<file path="src/rtl/glitc_phase_shift_ctrl.sv">
// Sequencer for the sysclk MMCM dynamic phase shifter. Accepts relative move
// and return-to-zero commands and issues one PSEN pulse at a time, waiting for
// PSDONE after each. It tracks the signed step position and flags lock loss or
// PSDONE timeouts.
module glitc_phase_shift_ctrl #(
  parameter int PHASE_WIDTH  = 16,
  parameter int DONE_TIMEOUT = 63
) (
  input  logic                   clk_i,
  input  logic                   rst_n_i,
  input  logic                   req_valid_i,
  output logic                   req_ready_o,
  input  logic                   req_zero_i,
  input  logic                   req_dir_i,
  input  logic [PHASE_WIDTH-1:0] req_steps_i,
  input  logic                   mmcm_rst_i,
  input  logic                   locked_i,
  output logic                   ps_en_o,
  output logic                   ps_incdec_o,
  input  logic                   ps_done_i,
  output logic [PHASE_WIDTH-1:0] position_o,
  output logic                   busy_o,
  output logic                   done_o,
  output logic                   err_o,
  output logic [1:0]             err_code_o,
  input  logic                   err_clr_i
);

  typedef enum logic [2:0] {
    ST_IDLE,
    ST_PULSE,
    ST_WAIT,
    ST_GAP,
    ST_ERR
  } state_t;

  localparam logic [1:0] ERR_NONE    = 2'd0;
  localparam logic [1:0] ERR_LOCK    = 2'd1;
  localparam logic [1:0] ERR_TIMEOUT = 2'd2;

  // The wait counter is 0 in the first WAIT cycle, so it reaches this value in
  // the last cycle where PSDONE is still allowed to arrive.
  localparam logic [7:0] TIMEOUT_LAST = 8'(DONE_TIMEOUT - 1);
  localparam logic [PHASE_WIDTH-1:0] STEP_ONE = {{(PHASE_WIDTH-1){1'b0}}, 1'b1};

  state_t                 state_q, state_d;
  logic [PHASE_WIDTH-1:0] remaining_q, remaining_d;
  logic                   dir_q, dir_d;
  logic [7:0]             wait_cnt_q, wait_cnt_d;
  logic [PHASE_WIDTH-1:0] position_d;
  logic                   err_d;
  logic [1:0]             err_code_d;
  logic                   done_d;
  logic                   ps_en_d;
  logic                   ps_incdec_d;
  logic                   busy_d;

  logic                   locked_meta;
  logic                   locked_s;

  logic                   accept;
  logic                   pos_neg;
  logic [PHASE_WIDTH-1:0] pos_mag;
  logic [PHASE_WIDTH-1:0] cmd_steps;
  logic                   cmd_dir;

  assign req_ready_o = (state_q == ST_IDLE) && !mmcm_rst_i;
  assign accept      = req_valid_i && req_ready_o;

  // Magnitude is unsigned so the most-negative position yields 2^(W-1).
  assign pos_neg   = position_o[PHASE_WIDTH-1];
  assign pos_mag   = pos_neg ? (~position_o + STEP_ONE) : position_o;
  assign cmd_steps = req_zero_i ? pos_mag : req_steps_i;
  assign cmd_dir   = req_zero_i ? pos_neg : req_dir_i;

  // Two-flop synchroniser for the asynchronous MMCM LOCKED signal.
  always_ff @(posedge clk_i or negedge rst_n_i) begin
    if (!rst_n_i) begin
      locked_meta <= 1'b0;
      locked_s    <= 1'b0;
    end else begin
      locked_meta <= locked_i;
      locked_s    <= locked_meta;
    end
  end

  // Next-state and next-output logic; mmcm_rst_i overrides everything last.
  always_comb begin
    state_d     = state_q;
    remaining_d = remaining_q;
    dir_d       = dir_q;
    wait_cnt_d  = wait_cnt_q;
    position_d  = position_o;
    err_d       = err_o;
    err_code_d  = err_code_o;
    done_d      = 1'b0;

    case (state_q)
      ST_IDLE: begin
        if (accept) begin
          if (cmd_steps == '0) begin
            done_d = 1'b1;
          end else if (!locked_s) begin
            state_d    = ST_ERR;
            err_d      = 1'b1;
            err_code_d = ERR_LOCK;
          end else begin
            state_d     = ST_PULSE;
            remaining_d = cmd_steps;
            dir_d       = cmd_dir;
          end
        end
      end
      ST_PULSE: begin
        wait_cnt_d = '0;
        state_d    = ST_WAIT;
      end
      ST_WAIT: begin
        if (ps_done_i) begin
          position_d  = dir_q ? (position_o + STEP_ONE) : (position_o - STEP_ONE);
          remaining_d = remaining_q - STEP_ONE;
          if (remaining_q == STEP_ONE) begin
            state_d = ST_IDLE;
            done_d  = 1'b1;
          end else begin
            state_d = ST_GAP;
          end
        end else if (wait_cnt_q == TIMEOUT_LAST) begin
          state_d    = ST_ERR;
          err_d      = 1'b1;
          err_code_d = ERR_TIMEOUT;
        end else begin
          wait_cnt_d = wait_cnt_q + 8'd1;
        end
      end
      ST_GAP: begin
        if (!locked_s) begin
          state_d    = ST_ERR;
          err_d      = 1'b1;
          err_code_d = ERR_LOCK;
        end else begin
          state_d = ST_PULSE;
        end
      end
      ST_ERR: begin
        if (err_clr_i) begin
          state_d    = ST_IDLE;
          err_d      = 1'b0;
          err_code_d = ERR_NONE;
        end
      end
      default: begin
        state_d = ST_IDLE;
      end
    endcase

    if (mmcm_rst_i) begin
      state_d     = ST_IDLE;
      remaining_d = '0;
      wait_cnt_d  = '0;
      position_d  = '0;
      err_d       = 1'b0;
      err_code_d  = ERR_NONE;
      done_d      = 1'b0;
    end

    ps_en_d     = (state_d == ST_PULSE);
    ps_incdec_d = (state_d == ST_PULSE) ? dir_d : ps_incdec_o;
    busy_d      = (state_d == ST_PULSE) || (state_d == ST_WAIT) || (state_d == ST_GAP);
  end

  // State and registered outputs.
  always_ff @(posedge clk_i or negedge rst_n_i) begin
    if (!rst_n_i) begin
      state_q     <= ST_IDLE;
      remaining_q <= '0;
      dir_q       <= 1'b0;
      wait_cnt_q  <= '0;
      position_o  <= '0;
      err_o       <= 1'b0;
      err_code_o  <= ERR_NONE;
      done_o      <= 1'b0;
      ps_en_o     <= 1'b0;
      ps_incdec_o <= 1'b0;
      busy_o      <= 1'b0;
    end else begin
      state_q     <= state_d;
      remaining_q <= remaining_d;
      dir_q       <= dir_d;
      wait_cnt_q  <= wait_cnt_d;
      position_o  <= position_d;
      err_o       <= err_d;
      err_code_o  <= err_code_d;
      done_o      <= done_d;
      ps_en_o     <= ps_en_d;
      ps_incdec_o <= ps_incdec_d;
      busy_o      <= busy_d;
    end
  end

endmodule

</file>
<file path="config.mk">
export PLATFORM = sky130hd
export DESIGN_NAME = glitc_phase_shift_ctrl
export DESIGN_NICKNAME = d
export VERILOG_FILES = /design/src/rtl/glitc_phase_shift_ctrl.sv
export SDC_FILE = /design/constraint.sdc
export NUM_CORES = 1
export LEC_CHECK = 0
export CAP_MARGIN = 20
export CORE_MARGIN = 4
export CORE_UTILIZATION = 45
export DETAILED_ROUTE_END_ITERATION = 16
export GPL_TIMING_DRIVEN = 0
export HOLD_SLACK_MARGIN = 0.1
export PLACE_DENSITY = 0.66
export SLEW_MARGIN = 20
export SYNTH_ARGS = -nofsm -noshare
export SYNTH_HDL_FRONTEND = slang
export SYNTH_SLANG_ARGS = --single-unit
</file>
<file path="constraint.sdc">
create_clock -name clk_i -period 4.3 [get_ports clk_i]
set_input_delay 1.075 -clock clk_i [delete_from_list [all_inputs] [get_ports clk_i]]
set_output_delay 1.075 -clock clk_i [all_outputs]
set_load 0.03 [all_outputs]
</file>
=== Word-level counts from Yosys, hierarchy flattened ===
Cells that the tools add are included.

* $add $sub $neg: 5
* Eq/ne operators: 17
* Muxes and demuxes: 52
* Bitwise gates (word level): 1
* Reductions and logical operators: 16

{| class="wikitable"
|+ Operators with widths
! kind !! number
|-
| 16-bit 2-to-1 mux || 11
|-
| 16-bit by 1-bit adder with 16-bit output (second input constant) || 2
|-
| 16-bit one-hot mux with 2 select lines || 1
|-
| 16-bit by 1-bit subtractor with 16-bit output (second input constant) || 2
|-
| 8-bit 2-to-1 mux || 3
|-
| 3-bit inequality test (second input constant) || 8
|-
| 3-bit 2-to-1 mux || 7
|-
| 1-bit 2-to-1 mux || 17
|-
| 16-bit by 1-bit == test with 1-bit output (second input constant) || 1
|-
| 16-bit zero test || 1
|-
| 2-bit 2-to-1 mux || 8
|-
| 16-bit NOT || 1
|-
| 8-bit one-hot mux with 2 select lines || 1
|-
| 3-bit one-hot mux with 5 select lines || 1
|-
| 3-bit by 2-bit == test with 1-bit output (second input constant) || 4
|-
| 8-bit by 1-bit adder with 8-bit output (second input constant) || 1
|-
| 8-bit by 6-bit == test with 1-bit output (second input constant) || 1
|-
| 2-bit one-hot mux with 4 select lines || 1
|-
| 3-bit by 1-bit == test with 1-bit output (second input constant) || 2
|-
| 6-bit AND reduction || 1
|-
| 3-bit nonzero test || 2
|-
| 5-bit AND reduction || 1
|-
| 5-bit nonzero test || 1
|-
| 1-bit one-hot mux with 4 select lines || 1
|-
| 9 further kinds || 12
|}

* Register bits after elaboration: 53
* Input port bits: 25
* Output and inout bits: 24
* Word-level logic and storage cells: 104

=== Longest topological paths before layout ===
Gate-level depths: netlist of the first run.

* Depth in word-level cells: 12
* Gate-level depth with buffers: 13

=== Worst setup path before layout of the first run ===
No wires, ideal clock.

* Kind: input-to-reg
* Start: input port req_zero_i
* End: register remaining_q[7]
* Setup time: 121 ps
* Data arrival time: 3097 ps
* Required time: 4179 ps
* Path slack: 1082 ps
* Stages on the path: 9
* Buffers on the path: 4
* Path through: clkbuf_1 -> clkbuf_1 -> buf_1 -> mux2i_1 -> and4_4 -> a21boi_2 -> o21a_1 -> buf_6 -> a22o_1

* Word-level cells in the longest chain between the ends: 6
* Elaborated cells between the ends (all ways): 9
* Those cells by class: eq/ne: 1; mux: 6; reduce/logical: 2

{| class="wikitable"
|+ RTL lines
! item !! line !! text
|-
| start, declared || 13 || <nowiki>input logic req_zero_i,</nowiki>
|-
| 16-bit 2-to-1 mux (*) || 73 || <nowiki>assign cmd_steps = req_zero_i ? pos_mag : req_steps_i;</nowiki>
|-
| 16-bit 2-to-1 mux || 103 || <nowiki>end else if (!locked_s) begin</nowiki>
|-
| 16-bit 2-to-1 mux || 101 || <nowiki>if (cmd_steps == '0) begin</nowiki>
|-
| 16-bit 2-to-1 mux || 100 || <nowiki>if (accept) begin</nowiki>
|-
| 16-bit one-hot mux with 2 select lines || 98 || <nowiki>case (state_q)</nowiki>
|-
| 16-bit 2-to-1 mux || 157 || <nowiki>if (mmcm_rst_i) begin</nowiki>
|-
| end signal, assigned || 188 || <nowiki>remaining_q <= remaining_d;</nowiki>
|-
| end, declared || 47 || <nowiki>logic [PHASE_WIDTH-1:0] remaining_q, remaining_d;</nowiki>
|}

Every way passes the cells marked *; elsewhere a longest branch is shown, timed or not. The select of a mux whose other input is x is not followed.
A chain may end at the register's enable or synchronous reset.

=== Final worst setup path of the first run ===
* Start: input port req_zero_i
* End: register remaining_q[10]

Same word-level chain as after synthesis.

==> impl_metrics.tcl, run 1 <==
set metrics [dict create \
    postCtsSetupRepairBufs 0 \
    grt_overflow 0 \
    r2r-end "remaining_q[2]" \
    pin_count 49 \
    initialDrtViolationCount 207 \
    drt-vias-per-instance 6.09 \
    skew_ns 0.00522 \
    critical_path.startpoint_type "input pin" \
    unrepaired_setup_endpoints_after_global_routing "no" \
    syn_area_sq_um 4130 \
    rows 34 \
    cts-root-buf "sky130_fd_sc_hd__clkbuf_8" \
    cts_hold_buffers 0 \
    worst_hold_path.num_cells 0 \
    clk_latency_ns 0.31 \
    antenna_found_initial 0 \
    async_flop_share_pct 100 \
    global_route_usage_over_all_layers_pct 22.0 \
    vdd.ir_drop.worst_mv 0.139 \
    setup_viol_count_final 0 \
    final_min_period_over_clock_period_pct 93.0 \
    avgSynthCellArea_sq_um 8.47 \
    crit_buf_inv 3 \
    hold-path-endpoint "locked_s" \
    wl_per_cell_um 18.4 \
    count_of_unresolved_drc_violations_after_routing 0 \
    synth-warning-count 0 \
    pin_slew_with_the_least_headroom_to_its_limit_ns 0.665 \
    crit_path_cell_trace "clkdlybuf4s50_1 -> clkbuf_1 -> nor2b_1 -> a221o_1 -> nor3b_1 -> nand4_1 -> nor3_2 -> a21oi_2 -> buf_2 -> o22ai_1 -> o2bb2ai_1" \
    detailedRoute.firstPassIterationCount 5 \
    antenna_cells 0 \
    synth_edf_count 0 \
    drv.max_cap_violation_count 0 \
    grt_start_max_net_pins 54 \
    depth_of_the_cts_h_tree 2 \
    dpl.hpwl_um 9060 \
    timing.max_slew.rel_slack_pct 55.2 \
    clock-sinks 53 \
    status "finished clean" \
    synthesis.instances 488 \
    reg2reg_from "position_o[0]" \
    final_critical_path_required_period_ns 4.00 \
    via_count 3979 \
    powerDensity_nw_per_um2 281 \
    hold_path.startpoint "locked_meta" \
    cell_with_the_biggest_individual_delay_on_the_critical_path "sky130_fd_sc_hd__clkdlybuf4s50_1" \
    grt_pass1_vias 3859 \
    crit_type "in -> reg" \
    worst-endpoint-arrival_ns 4.24 \
    fraction_of_post_synthesis_cell_area_in_the_top_cell_type_by_area_pct 32.1 \
    fp.dieArea_sq_um 10800 \
    final_net_count 589 \
    ff2ff_setup_slack_ns 0.64 \
    initial_core_util_pct 46.7 \
    worstSetupEndpointType "flip-flop" \
    synth.top_cells.by_count "sky130_fd_sc_hd__dfrtp_1 (53), sky130_fd_sc_hd__nor2_1 (43), sky130_fd_sc_hd__nand2_1 (38)" \
    crit_fanout 10 \
    critPathTopFamily "simple AND/OR/NAND/NOR gates" \
    synth-main-ff-cell "sky130_fd_sc_hd__dfrtp_1" \
    synth_cell_type_count 68 \
    synth.most_common_cell "sky130_fd_sc_hd__dfrtp_1" \
    ctsLongestPathBuffers 2 \
    worstHoldPathType "reg -> reg" \
    cts-buffers-inserted 5 \
    tritoncts "done" \
    reg2reg_depth 13 \
    ant_nets 0 \
    timing_hold_violations_final 0 \
    worst-endpoint-required_ns 4.54 \
    portBuffers 48 \
    fmax_ghz 0.250 \
    dp_cells 645 \
    final.setup.tns_ns 0 \
    final_estimated_routing_congestion_in_global_placement 0.928 \
    core_sq_um 8850 \
    area.growth.synth_to_final_pct 18.5 \
    top_cells_by_area_synth "sky130_fd_sc_hd__dfrtp_1 (32%), sky130_fd_sc_hd__ha_1 (5.8%), sky130_fd_sc_hd__o21ai_0 (4.4%)" \
    clk_pin_slew_worst_paths_ns 0.10 \
    max_slew_vio_count 0 \
    post_synthesis_cell_type_with_the_largest_combined_area "sky130_fd_sc_hd__dfrtp_1" \
    yosys_register_bits 53 \
    synth.yosys.seq_area_share_pct 32.1 \
    power.static_leakage_uw 0.00204 \
    first_pass_grt_wire_length_um 19800 \
    final_core_util_pct 55.3 \
    finalWirelength_um 12000 \
    postSynthNetCount 533 \
    crit_path_max_incr_delay_ns 0.46 \
    die_y_um 104 \
    filler_cell_count 842 \
    ratio_of_cells_with_drive_above_1_in_the_final_layout_pct 6.97 \
    instances_no_fill 653 \
    die_w_um 104 \
]
-- sequential cells by signal, indices dropped and copies added, names as in the netlist --
register / cells
locked_s: 1
ps_en_o: 1
dir_q: 1
locked_meta: 1
remaining_q: 16
ps_incdec_o: 1
state_q: 3
err_code_o: 2
done_o: 1
err_o: 1
busy_o: 1
position_o: 16
wait_cnt_q: 8
-- routing by layer --
metal	vias up	routed length, um	GRT usage (%)
met2	125	5670	36.2
met1	1898	5590	30.8
met5	-	0	0
met3	10	558	2.43
li1	1946	-	-
met4	0	175	5.60
-- where the power goes --
part / switching [uW] / internal [uW]
Sequential: 25.1 / 518
Combinational: 250 / 173
Clock: 174 / 234
Total: 449 / 926
-- metrics by stage --
step	setup slack [ns]	power (uW)	cell area, sq um	hold WS, ns
floorplan	1.08	841	4130	0.331
global placement	-0.181	965	4750	0.334
CTS	0.195	1380	4900	0.371
finish	0.300	1380	4900	0.364
detailed placement	-0.133	972	4760	0.347
global route	0.0487	1450	4900	0.371
-- worst max path at each step --
stage | cells after the start | slack, ns | end | startpoint
after floorplan | 9 | 1.08 | remaining_q[7] | req_zero_i
after detailed placement | 10 | -0.13 | remaining_q[2] | req_zero_i
final | 11 | 0.30 | remaining_q[10] | req_zero_i
after global placement | 10 | -0.18 | remaining_q[2] | req_zero_i
after CTS | 10 | 0.20 | remaining_q[2] | req_zero_i
after global routing | 11 | 0.05 | remaining_q[1] | req_zero_i
-- kinds of logic after synthesis --
group | count (synthesis) | share of synthesized area, %
AO/OA/AOI/OAI | 158 | 26.6
buffers and inverters | 39 | 4.15
flip-flops | 53 | 32.1
XOR/XNOR | 23 | 4.87
multiplexers | 10 | 2.45
AND/OR/NAND/NOR | 185 | 23.6
adder cells (fa/ha/maj) | 20 | 6.23
-- cell usage in the layout, fill, tap and decap left out, types with 4 or more instances in the layout --
cell	instances
sky130_fd_sc_hd__a211oi_1	7
sky130_fd_sc_hd__a21o_1	4
sky130_fd_sc_hd__a21oi_1	27
sky130_fd_sc_hd__a22o_1	14
sky130_fd_sc_hd__a31oi_1	5
sky130_fd_sc_hd__clkbuf_1	18
sky130_fd_sc_hd__clkbuf_8	5
sky130_fd_sc_hd__clkdlybuf4s50_1	47
sky130_fd_sc_hd__dfrtp_1	53
sky130_fd_sc_hd__ha_1	19
sky130_fd_sc_hd__inv_1	12
sky130_fd_sc_hd__mux2i_1	9
sky130_fd_sc_hd__nand2_1	38
sky130_fd_sc_hd__nand2b_1	11
sky130_fd_sc_hd__nand3_1	10
sky130_fd_sc_hd__nand4_1	6
sky130_fd_sc_hd__nor2_1	43
sky130_fd_sc_hd__nor2b_1	11
sky130_fd_sc_hd__nor3_1	17
sky130_fd_sc_hd__nor4_1	8
sky130_fd_sc_hd__o21ai_0	36
sky130_fd_sc_hd__o22ai_1	11
sky130_fd_sc_hd__o2bb2ai_1	5
sky130_fd_sc_hd__o31ai_1	9
sky130_fd_sc_hd__or2_2	6
sky130_fd_sc_hd__or3_1	7
sky130_fd_sc_hd__or4_1	5
sky130_fd_sc_hd__xnor2_1	9
sky130_fd_sc_hd__xor2_1	14
-- final cells by class --
type / instances / area (sq um) / share of cell area (%)
Buffer: 26 / 124 / 2.53
Clock buffer: 5 / 68.8 / 1.41
Clock inverter: 3 / 68.8 / 1.41
Inverter: 13 / 48.8 / 0.996
Multi-Input combinational cell: 396 / 2640 / 54.0
Sequential cell: 53 / 1330 / 27.1
Tap cell: 108 / 135 / 2.76
Timing Repair Buffer: 49 / 483 / 9.86
-- what timing repair did --
action	CTS	global route
endpoints found under the hold margin	0	0
gates resized for setup	0	1
setup endpoints to repair	0	9
Note: power is estimated with default switching activity, not from simulation.
==> inputs of run 2 (changes only) <==
--- a/config.mk
+++ b/config.mk
@@ -5,13 +5,11 @@
 export SDC_FILE = /design/constraint.sdc
 export NUM_CORES = 1
 export LEC_CHECK = 0
-export CAP_MARGIN = 20
-export CORE_MARGIN = 4
-export CORE_UTILIZATION = 45
+export CORE_MARGIN = 3
+export CORE_UTILIZATION = 40
 export DETAILED_ROUTE_END_ITERATION = 16
 export GPL_TIMING_DRIVEN = 0
 export HOLD_SLACK_MARGIN = 0.1
-export PLACE_DENSITY = 0.66
 export SLEW_MARGIN = 20
 export SYNTH_ARGS = -nofsm -noshare
 export SYNTH_HDL_FRONTEND = slang
==> impl_metrics.tcl, run 2 (synthesis results as in run 1) <==
set metrics [dict create \
    clk_pin_slew_worst_paths_ns 0.11 \
    ctsLongestPathBuffers 2 \
    area.growth.synth_to_final_pct 18.2 \
    final_net_count 589 \
    register_area_sq_um 1330 \
    worstSetupEndpointType "flip-flop" \
    worstHoldPathType "reg -> reg" \
    timing_hold_violations_final 0 \
    ff2ff_setup_slack_ns 0.66 \
    power.static_leakage_uw 0.00202 \
    finalWirelength_um 12200 \
    total_area_of_multi_input_combinational_cells_sq_um 2640 \
    final_estimated_routing_congestion_in_global_placement 0.926 \
    worst-endpoint-required_ns 4.55 \
    grt_start_max_net_pins 54 \
    first_pass_grt_wire_length_um 20200 \
    largestRegisters "position_o (16), remaining_q (16), wait_cnt_q (8)" \
    clock-sinks 53 \
    cts-root-buf "sky130_fd_sc_hd__clkbuf_8" \
    final_cell_mix "sky130_fd_sc_hd__dfrtp_1 (53), sky130_fd_sc_hd__clkdlybuf4s50_1 (47), sky130_fd_sc_hd__nor2_1 (43), sky130_fd_sc_hd__nand2_1 (38), sky130_fd_sc_hd__o21ai_0 (36)" \
    unrepaired_setup_endpoints_after_global_routing "no" \
    drv.max_cap_violation_count 0 \
    reg2reg_from "position_o[0]" \
    detailedRoute.firstPassIterationCount 6 \
    final_min_period_over_clock_period_pct 94.4 \
    final_common_cell "sky130_fd_sc_hd__dfrtp_1" \
    final_critical_path_required_period_ns 4.06 \
    wl_per_cell_um 18.0 \
    core_sq_um 9910 \
    ant_nets 0 \
    crit_path_start "req_zero_i" \
    worst-endpoint-arrival_ns 4.31 \
    dp_cells 670 \
    antenna_cells 0 \
    portBuffers 48 \
    critical_path.startpoint_type "input pin" \
    powerDensity_nw_per_um2 261 \
    count_of_unresolved_drc_violations_after_routing 0 \
    antenna_found_initial 0 \
    final_critical_path_setup_slack_ns 0.241 \
    cts-buffers-inserted 5 \
    grt_overflow 0 \
    initial_core_util_pct 41.7 \
    global_route_usage_over_all_layers_pct 21.7 \
    depth_of_the_cts_h_tree 2 \
    pin_slew_with_the_least_headroom_to_its_limit_ns 0.703 \
    dpl-instance-area_sq_um 4790 \
    grt_pass1_vias 3981 \
    fmax_ghz 0.246 \
    instances_no_fill 678 \
    die_w_um 108 \
    timing.max_slew.rel_slack_pct 53.1 \
    skew_ns 0.00892 \
    cts_hold_buffers 0 \
    filler_cell_count 993 \
    dpl.hpwl_um 9210 \
    crit_type "in -> reg" \
    reg2reg_depth 13 \
    clk_latency_ns 0.32 \
    crit_fanout 10 \
    final_design_area_no_fill_sq_um 4890 \
    drt-vias-per-instance 5.94 \
    setup_viol_count_final 0 \
    r2r-end "remaining_q[12]" \
    vdd.ir_drop.worst_mv 0.149 \
    initialDrtViolationCount 208 \
    fp.dieArea_sq_um 11600 \
    place_worst_setup_slack_ns -0.180 \
    final_layout_worst_hold_slack_ns 0.364 \
    final.setup.tns_ns 0 \
    via_count 4025 \
    die_y_um 108 \
    pin_count 49 \
    max_slew_vio_count 0 \
    status "finished clean" \
    tritoncts "done" \
    timing.critical_path.to "remaining_q[12]" \
    ratio_of_cells_with_drive_above_1_in_the_final_layout_pct 6.97 \
    rows 36 \
]
[run 2: changes by cell type in the layout (fill, tap and decap cells not counted)]
cell                         previous run  this run
sky130_fd_sc_hd__buf_2                  3         2
sky130_fd_sc_hd__buf_4                  1         2
sky130_fd_sc_hd__inv_6                  1         2
sky130_fd_sc_hd__buf_1                  2         3
sky130_fd_sc_hd__clkinvlp_4             0         1
sky130_fd_sc_hd__clkbuf_1              18        17
sky130_fd_sc_hd__bufinv_16              2         0
[run 2: power breakdown]
part / internal, uW / leakage, uW / switching (uW)
clock: 119 / 0.0000452 / 190
combinational: 173 / 0.00125 / 248
sequential: 519 / 0.000723 / 25.8
[run 2: timing repair]
| item | in CTS | in global routing |
|---|---|---|
| resized for setup | 0 | 2 |
| setup buffers | 0 | 0 |
| setup endpoints to repair | 0 | 3 |
| hold endpoints to repair | 0 | 0 |
[run 2: critical path, cell delays in order]
cell	delay, ns
sky130_fd_sc_hd__clkdlybuf4s50_1	0.45
sky130_fd_sc_hd__clkbuf_1	0.26
sky130_fd_sc_hd__nor2b_1	0.23
sky130_fd_sc_hd__a221o_1	0.37
sky130_fd_sc_hd__nor3b_1	0.47
sky130_fd_sc_hd__nand4_1	0.26
sky130_fd_sc_hd__nor3_2	0.38
sky130_fd_sc_hd__a21oi_2	0.22
sky130_fd_sc_hd__buf_2	0.25
sky130_fd_sc_hd__o21ai_0	0.21
sky130_fd_sc_hd__o2bb2ai_1	0.13
[run 2: worst min path at each step]
stage          cells after the start        start        to  slack [ns]
2_1_floorplan                      0  locked_meta  locked_s        0.33
3_3_place_gp                       0  locked_meta  locked_s        0.33
3_5_place_dp                       0  locked_meta  locked_s        0.34
4_1_cts                            0  locked_meta  locked_s        0.37
5_1_grt                            0  locked_meta  locked_s        0.38
6_report                           0  locked_meta  locked_s        0.36
[run 2: layout make-up]
| cell class | instances | area share (%) |
|---|---|---|
| Clock buffer | 5 | 1.41 |
| Timing Repair Buffer | 49 | 9.93 |
| Sequential cell | 53 | 27.1 |
| Tap cell | 133 | 3.41 |
| Multi-Input combinational cell | 396 | 54.1 |
| Inverter | 13 | 0.998 |
| Buffer | 26 | 2.53 |
| Clock inverter | 3 | 0.512 |
[run 2: layer usage]
metal / up-vias / wire (um) / track usage [%]
met1: 1933 / 5510 / 29.8
met5: - / 0 / 0
met3: 19 / 572 / 3.00
met2: 124 / 5890 / 35.9
met4: 0 / 195 / 5.77
li1: 1949 / - / -
[run 2: through the flow]
stage / util [%] / total power, uW
2_1_floorplan: - / 841
3_3_place_gp: 48.2 / 965
3_5_place_dp: 48.4 / 970
4_1_cts: 49.3 / 1280
5_1_grt: 49.3 / 1360
6_report: 49.3 / 1270
